[src/rtl/truth_table_capture_if.sv]
// Handshake bundle between the sweep controller, its start source and the DUT
// under lab test. Parameterised by the DUT input count N_IN.
interface truth_table_capture_if #(
    parameter int N_IN = 4
);
    localparam int TW = 2 ** N_IN;

    logic            start;
    logic [TW-1:0]   expected;
    logic            dut_out;
    logic [N_IN-1:0] vec;
    logic            busy;
    logic            done;
    logic [TW-1:0]   table_out;
    logic            match;
    logic [N_IN:0]   mismatch_cnt;
    logic [N_IN-1:0] first_err_idx;
    logic            err_valid;

    modport master (
        output start, expected, dut_out,
        input  vec, busy, done, table_out, match,
        input  mismatch_cnt, first_err_idx, err_valid
    );

    modport slave (
        input  start, expected, dut_out,
        output vec, busy, done, table_out, match,
        output mismatch_cnt, first_err_idx, err_valid
    );
endinterface

[src/rtl/truth_table_capture.sv]
// Sweeps every N_IN-bit vector through a combinational DUT, captures its truth
// table and compares it with expected. Optional feature macro: TT_FIRST_ERR_EN.
module truth_table_capture #(
    parameter int N_IN   = 4,
    parameter int SETTLE = 1
) (
    input logic clk,
    input logic reset,
    truth_table_capture_if.slave bus
);
    localparam int TW = 2 ** N_IN;
    localparam int CW = (SETTLE > 1) ? $clog2(SETTLE) : 1;
    localparam logic [CW-1:0] LAST = CW'(SETTLE - 1);
    localparam logic [N_IN-1:0] VMAX = N_IN'(TW - 1);

    typedef enum logic {IDLE, RUN} state_t;

    state_t          state;
    logic [CW-1:0]   cnt;
    logic [N_IN-1:0] vec;
    logic            busy;
    logic            done;
    logic            match;
    logic [TW-1:0]   tbl;
    logic [TW-1:0]   tbl_next;
    logic [N_IN:0]   mcnt;
    logic            miss;
    logic            sample;

    // table including the bit being sampled this edge, so match sees it
    always_comb begin
        tbl_next      = tbl;
        tbl_next[vec] = bus.dut_out;
    end

    assign miss   = bus.dut_out != bus.expected[vec];
    assign sample = (state == RUN) && (cnt == LAST);

    always_ff @(posedge clk) begin
        if (reset) begin
            state <= IDLE;
            cnt   <= '0;
            vec   <= '0;
            busy  <= 1'b0;
            done  <= 1'b0;
            match <= 1'b0;
            tbl   <= '0;
            mcnt  <= '0;
        end else begin
            done <= 1'b0;
            unique case (state)
                IDLE: begin
                    if (bus.start) begin
                        vec   <= '0;
                        tbl   <= '0;
                        mcnt  <= '0;
                        match <= 1'b0;
                        busy  <= 1'b1;
                        cnt   <= '0;
                        state <= RUN;
                    end
                end
                RUN: begin
                    cnt <= cnt + 1'b1;
                    if (sample) begin
                        tbl <= tbl_next;
                        cnt <= '0;
                        if (miss) mcnt <= mcnt + 1'b1;
                        if (vec == VMAX) begin
                            busy  <= 1'b0;
                            done  <= 1'b1;
                            match <= (tbl_next == bus.expected);
                            state <= IDLE;
                        end else begin
                            vec <= vec + 1'b1;
                        end
                    end
                end
                default: state <= IDLE;
            endcase
        end
    end

    assign bus.vec          = vec;
    assign bus.busy         = busy;
    assign bus.done         = done;
    assign bus.table_out    = tbl;
    assign bus.match        = match;
    assign bus.mismatch_cnt = mcnt;

`ifdef TT_FIRST_ERR_EN
    logic [N_IN-1:0] ferr;
    logic            evalid;

    // only the earliest mismatching vector of a sweep is kept
    always_ff @(posedge clk) begin
        if (reset) begin
            ferr   <= '0;
            evalid <= 1'b0;
        end else if (state == IDLE && bus.start) begin
            ferr   <= '0;
            evalid <= 1'b0;
        end else if (sample && miss && !evalid) begin
            ferr   <= vec;
            evalid <= 1'b1;
        end
    end

    assign bus.first_err_idx = ferr;
    assign bus.err_valid     = evalid;
`else
    assign bus.first_err_idx = '0;
    assign bus.err_valid     = 1'b0;
`endif
endmodule

[src/flat_wrapper.sv]
// flat-port wrapper written by rule: the top's interface ports become plain ports
module truth_table_capture_flat 
#(
    parameter int N_IN   = 4,
    parameter int SETTLE = 1
)
  (clk, reset, bus_start, bus_expected, bus_dut_out, bus_vec, bus_busy, bus_done, bus_table_out, bus_match, bus_mismatch_cnt, bus_first_err_idx, bus_err_valid);
  truth_table_capture_if #(.N_IN(N_IN)) bus_i ();
  input logic clk;
  input logic reset;
  input wire logic [$bits(bus_i.start)-1:0] bus_start;
  input wire logic [$bits(bus_i.expected)-1:0] bus_expected;
  input wire logic [$bits(bus_i.dut_out)-1:0] bus_dut_out;
  output wire logic [$bits(bus_i.vec)-1:0] bus_vec;
  output wire logic [$bits(bus_i.busy)-1:0] bus_busy;
  output wire logic [$bits(bus_i.done)-1:0] bus_done;
  output wire logic [$bits(bus_i.table_out)-1:0] bus_table_out;
  output wire logic [$bits(bus_i.match)-1:0] bus_match;
  output wire logic [$bits(bus_i.mismatch_cnt)-1:0] bus_mismatch_cnt;
  output wire logic [$bits(bus_i.first_err_idx)-1:0] bus_first_err_idx;
  output wire logic [$bits(bus_i.err_valid)-1:0] bus_err_valid;
  assign bus_i.start = bus_start;
  assign bus_i.expected = bus_expected;
  assign bus_i.dut_out = bus_dut_out;
  assign bus_vec = bus_i.vec;
  assign bus_busy = bus_i.busy;
  assign bus_done = bus_i.done;
  assign bus_table_out = bus_i.table_out;
  assign bus_match = bus_i.match;
  assign bus_mismatch_cnt = bus_i.mismatch_cnt;
  assign bus_first_err_idx = bus_i.first_err_idx;
  assign bus_err_valid = bus_i.err_valid;
  truth_table_capture #(.N_IN(N_IN), .SETTLE(SETTLE)) u_core (.clk(clk), .reset(reset), .bus(bus_i));
endmodule
[config.mk]
export PLATFORM = sky130hd
export DESIGN_NAME = truth_table_capture_flat
export DESIGN_NICKNAME = d
export VERILOG_FILES = /design/src/rtl/truth_table_capture_if.sv /design/src/rtl/truth_table_capture.sv /design/src/flat_wrapper.sv
export SDC_FILE = /design/constraint.sdc
export NUM_CORES = 1
export LEC_CHECK = 0
export ABC_CLOCK_PERIOD_IN_PS = 2920
export BUFFER_PORTS_ARGS = -buffer_cell sky130_fd_sc_hd__buf_2
export CAP_MARGIN = 20
export CORE_MARGIN = 10
export CORE_UTILIZATION = 40
export DETAILED_ROUTE_END_ITERATION = 6
export GPL_ROUTABILITY_DRIVEN = 0
export PLACE_DENSITY = 0.6
export SETUP_SLACK_MARGIN = 0.3
export SLEW_MARGIN = 0
export SYNTH_ARGS = -nofsm -noshare
export SYNTH_HDL_FRONTEND = slang
export SYNTH_SLANG_ARGS = --single-unit
[constraint.sdc]
create_clock -name clk -period 2.92 [get_ports clk]
set_input_delay 0.876 -clock clk [delete_from_list [all_inputs] [get_ports clk]]
set_output_delay 0.876 -clock clk [all_outputs]
set_load 0.1 [all_outputs]
==> flow_summary_export.csv, run 1 <==
group,metric,value,unit
floorplanning,placement_rows,25,
clock_tree,cts.sink_count,30,
floorplanning,initial_standard_cell_utilization_of_the_core,41.6,%
clock_tree,cts_tree,"yes",
power,irDropWorstVdd,0.165,mV
drt,wire_per_inst,16.7,um
hold_path,hold_path.class,"reg2reg",
timing,clock-skew-final,0.00295,ns
timing,timing.final.crit_period,2.50,ns
timing,drv_slew,0,
synthesis,synth_async_sr_flop_share,0,%
worst_setup_path,required_time_worst_endpoint,3.14,ns
synthesis,yosys_warnings,0,
synthesis,synth_area_leaders,"sky130_fd_sc_hd__dfxtp_1 (30%), sky130_fd_sc_hd__a21oi_1 (7.8%), sky130_fd_sc_hd__mux2i_1 (7.1%)",
drt,drt_first_iter_violations,120,
timing,final-hold-violation-count,0,
grt,grt_start_max_net_pins,21,
synthesis,synthesized_area,1980,um2
drt,drc_errors,0,
cells_and_area,number_of_antenna_repair_diodes,0,
run_status,outcome,"finished clean",
worst_setup_path,rr_worst_depth,6,
job,max_cap_viol_count,0,
synthesis,netlist-cell-type-count,36,
worst_setup_path,crit_path_end_kind,"register",
synthesis,synth-seq-cells,30,
clock_tree,cts_buffers,5,
clock_tree,cts.htree.levels,2,
timing,post-route-period-util,85.5,%
drt,detail_route.first_pass.iterations,4,
synthesis,post_synth.cell_area_avg,8.42,um2
placed_design,port-buffer-count,47,
clock_tree,worst_setup_hold_path_clk_slew,0.07,ns
drt,dr_vias,1791,
power,p_leak,0.000988,uW
floorplanning,die_x_extent,90.3,um
floorplanning,core_outline_area,4750,um2
timing,slew_at_the_pin_closest_to_its_max_slew_limit,0.936,ns
grt,number_of_global_route_vias_before_repair,1843,
cells_and_area,final_layout_size_suffix_gt1_share,24.2,%
synthesis,netlist_instances,235,
timing,rsz0062_at_grt,"no",
placed_design,dp_hpwl,4150,um
synthesis,dominantRegCellSynth,"sky130_fd_sc_hd__dfxtp_1",
floorplanning,die_h,90.3,um
clock_tree,ctsLongestPathBuffers,2,
timing,timing.setup.tns,0,ns
timing,final-setup-viol-count,0,
clock_tree,clock_tree.root_cell,"sky130_fd_sc_hd__clkbuf_8",
synthesis,synth-edff-count,0,
grt,grt_antenna_before_repair,0,
clock_tree,post_cts_resized,0,
timing,max_freq,401,MHz
grt,global_route.usage.total,13.6,%
worst_setup_path,crit_arrival,2.72,ns
cells_and_area,synthToLayoutAreaGrowth,17.1,%
worst_setup_path,critPathLaunchType,"primary input",
drt,drt_wl_total,5660,um
clock_tree,clk_latency,0.28,ns
grt,global_route.overflow_total,0,
timing,slew_hr,37.3,%
clock_tree,holdBufCountCts,0,
worst_setup_path,worstPathMaxFanout,6,
power,cellPowerDensity,453,nW/um2
floorplanning,num_io_pins,53,
cells_and_area,fin_nets,298,
synthesis,yosys.area.top_type,"sky130_fd_sc_hd__dfxtp_1",
drt,vias_per_cell,5.27,
synthesis,synthDominantCellAreaShare,30.4,%
hold_path,hold_path_depth,2,
drt,final_antenna_net_count,0,
grt,global_route_wire_length_before_repair,9260,um
floorplanning,die-area,8160,um2
synthesis,synth_seq_area_share,30.4,%
clock_tree,cts_setup_buffers,0,
worst_setup_path,criticalPathCategory,"in2reg",
power,power.total,1050,uW
[layout by cell type, fill, tap and decap left out, drive strengths merged]
| cell type | instances |
|---|---|
| buf | 50 |
| a21oi | 32 |
| dfxtp | 30 |
| nor2 | 23 |
| o21ai | 15 |
| mux2i | 14 |
| xnor2 | 14 |
| nand3 | 11 |
| nand2 | 8 |
| xor2 | 8 |
| ha | 6 |
| nand2b | 5 |
| nand4 | 5 |
| nand3b | 5 |
| conb | 5 |
| clkbuf | 5 |
| mux4 | 5 |
| nor2b | 4 |
| inv | 3 |
| and3 | 3 |
| and2 | 3 |
| a22oi | 3 |
| nor3 | 3 |
| nor4 | 3 |
| clkinv | 2 |
| or2 | 1 |
| nor4b | 1 |
| nor3b | 1 |
| a31oi | 1 |
| o31ai | 1 |
| or3 | 1 |
| o22a | 1 |
| bufinv | 1 |
[area by class of cell]
cell class              count  area [um2]
fillers                   513        2440
multi-input cells         182        1250
flip-flops and latches     30         604
repair buffers             50         258
well taps                  67        83.8
clock buffers               5        68.8
clock inverters             3        40.0
inverters                   3        11.3
[worst paths after layout]
path / slack (ns) / start / to
setup reg to reg: 0.56 / u_core.bus.vec[1] / u_core.bus.mismatch_cnt[0]
setup / recovery: 0.42 / bus_expected[10] / u_core.bus.mismatch_cnt[0]
hold / removal: 0.48 / u_core.bus.match / u_core.bus.match
hold reg to reg: 0.48 / u_core.bus.match / u_core.bus.match
[synthesized netlist by cell type, drive strengths merged, types with 4 or more instances]
master and count:
clkbuf 12, nand3 11, nand3b 5, mux2i 14, nor2 23, nand2b 5, a21oi 32, nand4 5
ha 6, dfxtp 30, buf 12, nor2b 4, mux4 5, xor2 8, o21ai 15, xnor2 14
nand2 8
[where the power goes]
group          leakage (uW)  total (uW)  switching (uW)  internal, uW
Clock             0.0000579         419             168           251
Sequential         0.000244         426            10.1           416
Combinational      0.000686         203             147          56.8
Total              0.000988        1050             325           723
[cell families after synthesis]
| group | Yosys count | synth area share (%) |
|---|---|---|
| simple gates | 77 | 20.1 |
| mux | 19 | 13.3 |
| fa+ha+maj | 6 | 3.79 |
| buf+inv | 27 | 7.21 |
| flops | 30 | 30.4 |
| other cells | 1 | 0.190 |
| compound gates | 53 | 14.4 |
| xor+xnor | 22 | 10.7 |
[per-stage QoR]
step	hold slack [ns]	utilization (%)	setup slack, ns	instances	instance area (um2)
6_report	0.480	48.7	0.423	340	2320
2_1_floorplan	0.468	-	0.329	239	2000
3_3_place_gp	0.471	46.4	0.167	332	2210
4_1_cts	0.484	48.7	0.437	340	2320
3_5_place_dp	0.474	46.4	0.141	332	2210
5_1_grt	0.525	48.7	0.308	340	2320
[worst max-delay path, cell delays in order]
cell and delay (ns):
sky130_fd_sc_hd__buf_2 0.12, sky130_fd_sc_hd__mux4_1 0.52, sky130_fd_sc_hd__mux4_2 0.54, sky130_fd_sc_hd__xnor2_4 0.21, sky130_fd_sc_hd__a21oi_1 0.11, sky130_fd_sc_hd__nand2b_1 0.21
sky130_fd_sc_hd__a21oi_2 0.12
[state kept, by name (all words and copies together) (netlist names)]
register,flops
u_core.bus.mismatch_cnt,5
u_core.cnt,1
u_core.bus.done,1
u_core.state,1
u_core.bus.vec,4
u_core.bus.busy,1
u_core.bus.match,1
u_core.bus.table_out,16
[per-layer routing]
metal	vias to the layer above	part of all wire [%]	global-route usage [%]
li1	888	-	-
met2	61	45	21.5
met1	836	44	16.6
met5	-	0	0
met3	6	8.9	5.32
met4	0	1.3	4.24
No activity file was read; power rests on OpenSTA's default activity.
==> run 2, diff against run 1 <==
REMOVE_ABC_BUFFERS = 1   (was default)
==> run 2 against run 1 <==
  * Hold slack better by 0.0051 ns
  * First-iteration DRC count is 31% lower
  * Clock skew hardly changed
  * Final cell count stayed put
  * Setup slack better by 0.00089 ns
  * Count of clock-buffer cells in the layout is 2 higher
  * Clock power is 17% lower
==> flow_summary_export.csv, run 2 (synthesis results as in run 1) <==
group,metric,value,unit
cells_and_area,nFillCells,494,
placed_design,place.detailed.instances,332,
timing,clock-skew-final,0.00250,ns
cells_and_area,register_area,602,um2
timing,hold_ws,0.486,ns
hold_path,hold_path.class,"reg2reg",
drt,vias_per_cell,5.23,
drt,wire_per_inst,15.8,um
job,max_cap_viol_count,0,
worst_setup_path,crit_path_end_kind,"register",
floorplanning,die-area,8160,um2
run_status,outcome,"finished clean",
drt,top_layer,"met4",
clock_tree,holdBufCountCts,0,
placed_design,dp_hpwl,4010,um
grt,global_route_wire_length_before_repair,9070,um
worst_setup_path,crit_arrival,2.71,ns
clock_tree,cts.sink_count,30,
cells_and_area,final_cell_mix,"sky130_fd_sc_hd__buf_2 (47), sky130_fd_sc_hd__a21oi_1 (31), sky130_fd_sc_hd__dfxtp_1 (29)",
clock_tree,cts_tree,"yes",
worst_setup_path,critPathLaunchType,"primary input",
grt,global_route.usage.total,13.2,%
worst_setup_path,required_time_worst_endpoint,3.13,ns
cells_and_area,commonest_non_fill_non_tap_cell_in_the_layout,"sky130_fd_sc_hd__buf_2",
clock_tree,ctsLongestPathBuffers,2,
timing,slew_hr,30.0,%
cells_and_area,number_of_antenna_repair_diodes,0,
floorplanning,die_h,90.3,um
power,irDropWorstVdd,0.197,mV
worst_setup_path,critical_path.n_buffers_inverters,1,
floorplanning,initial_standard_cell_utilization_of_the_core,41.6,%
cells_and_area,layout.cells.non_filler,340,
drt,route.met3.wl,494,um
cells_and_area,final_layout_size_suffix_gt1_share,23.1,%
hold_path,hold-path-endpoint,"u_core.bus.table_out[7]",
worst_setup_path,criticalPathCategory,"in2reg",
timing,setup_ws,0.424,ns
power,cellPowerDensity,425,nW/um2
worst_setup_path,rr_worst_depth,8,
timing,final-setup-viol-count,0,
placed_design,post-place-ws,0.128,ns
floorplanning,die_x_extent,90.3,um
drt,drt_first_iter_violations,83,
timing,slew_at_the_pin_closest_to_its_max_slew_limit,1.05,ns
worst_setup_path,reg2reg_from,"u_core.bus.vec[0]",
clock_tree,clk_latency,0.28,ns
timing,timing.final.crit_period,2.50,ns
timing,rsz0062_at_grt,"no",
drt,dr_vias,1777,
drt,met2RoutedLength,2410,um
floorplanning,num_io_pins,53,
cells_and_area,number_of_flip_flops_under_the_largest_register_name,16,
timing,timing.setup.tns,0,ns
hold_path,hold_path_startpoint,"u_core.bus.table_out[7]",
clock_tree,cts.htree.levels,2,
drt,detail_route.wirelength.met1,2440,um
grt,number_of_global_route_vias_before_repair,1834,
worst_setup_path,worstPathMaxFanout,6,
power,p_leak,0.000978,uW
cells_and_area,synthToLayoutAreaGrowth,16.1,%
clock_tree,worst_setup_hold_path_clk_slew,0.06,ns
hold_path,hold_path_depth,2,
grt,global_route.overflow_total,0,
timing,post-route-period-util,85.5,%
timing,final-hold-violation-count,0,
floorplanning,placement_rows,25,
worst_setup_path,path_delay_family,"multiplexers",
cells_and_area,fin_nets,298,
worst_setup_path,critical_path.slowest_cell,"sky130_fd_sc_hd__mux4_2",
worst_setup_path,crit-reg2reg-capture,"u_core.bus.match",
grt,grt_antenna_before_repair,0,
clock_tree,clock_tree.root_cell,"sky130_fd_sc_hd__clkbuf_8",
placed_design,port-buffer-count,47,
floorplanning,core_outline_area,4750,um2
grt,grt_start_max_net_pins,28,
cells_and_area,multi_input_area,1250,um2
timing,max_freq,401,MHz
clock_tree,cts_buffers,5,
drt,drc_errors,0,
worst_setup_path,max_stage_delay,0.55,ns
drt,detail_route.first_pass.iterations,4,
worst_setup_path,crit_path_cell_trace,"buf_2 -> mux4_1 -> mux4_2 -> xnor2_4 -> a21oi_1 -> nand2b_1 -> a21oi_2",
worst_setup_path,regToRegSetupSlack,0.56,ns
drt,drt_wl_total,5390,um
timing,drv_slew,0,
drt,final_antenna_net_count,0,
[run 2: cell count changes in the layout (fill, tap and decap cells not counted), sizes merged]
| cell | previous run | this run |
|---|---|---|
| clkinv | 2 | 1 |
| bufinv | 1 | 0 |
| clkbuf | 5 | 7 |
[run 2: tightest hold or removal path: stages (launching register included)]
cell	delay, ns
sky130_fd_sc_hd__dfxtp_1	0.32
sky130_fd_sc_hd__o21ai_0	0.07
sky130_fd_sc_hd__a21oi_1	0.06
[run 2: timing repair]
action,4_1_cts,5_1_grt
setup endpoints to repair,0,2
setup buffers,0,0
gates resized for setup,0,1
[run 2: cell type report]
| cell class | instances | share of cell area (%) |
|---|---|---|
| multi-input combinational | 182 | 54.4 |
| sequential | 30 | 26.2 |
| timing repair buffer | 50 | 11.2 |
| clock buffer | 7 | 3.76 |
| tap | 67 | 3.65 |
| inverter | 3 | 0.490 |
| clock inverter | 1 | 0.218 |
[run 2: worst max path at each step]
stage                                  to  depth (start not counted)  slack, ns         startpoint
2_1_floorplan  u_core.bus.mismatch_cnt[0]                          6      -0.05  u_core.bus.vec[1]
5_1_grt        u_core.bus.mismatch_cnt[0]                          7       0.35   bus_expected[10]
3_5_place_dp   u_core.bus.mismatch_cnt[0]                          7       0.13   bus_expected[10]
6_report       u_core.bus.mismatch_cnt[0]                          7       0.42   bus_expected[10]
3_3_place_gp   u_core.bus.mismatch_cnt[0]                          7       0.16   bus_expected[10]
4_1_cts        u_core.bus.mismatch_cnt[0]                          6       0.38  u_core.bus.vec[1]
[run 2: through the flow]
step / power, uW / cell area [um2] / utilization (%)
final: 975 / 2300 / 48.3
after floorplan: 577 / 1860 / -
after global placement: 635 / 2200 / 46.3
after CTS: 983 / 2290 / 48.3
after global routing: 1020 / 2300 / 48.3
after detailed placement: 636 / 2200 / 46.3
[run 2: routing by layer]
layer | vias to the layer above | GRT usage [%]
met5 | - | 0
met4 | 0 | 3.18
met3 | 7 | 5.40
met2 | 65 | 20.8
met1 | 818 | 16.4
li1 | 887 | -
[run 2: where the power goes]
part	total [uW]	switching [uW]	internal (uW)
Sequential	426	10.3	416
Combinational	202	146	55.9
Clock	348	158	190
Total	975	314	661
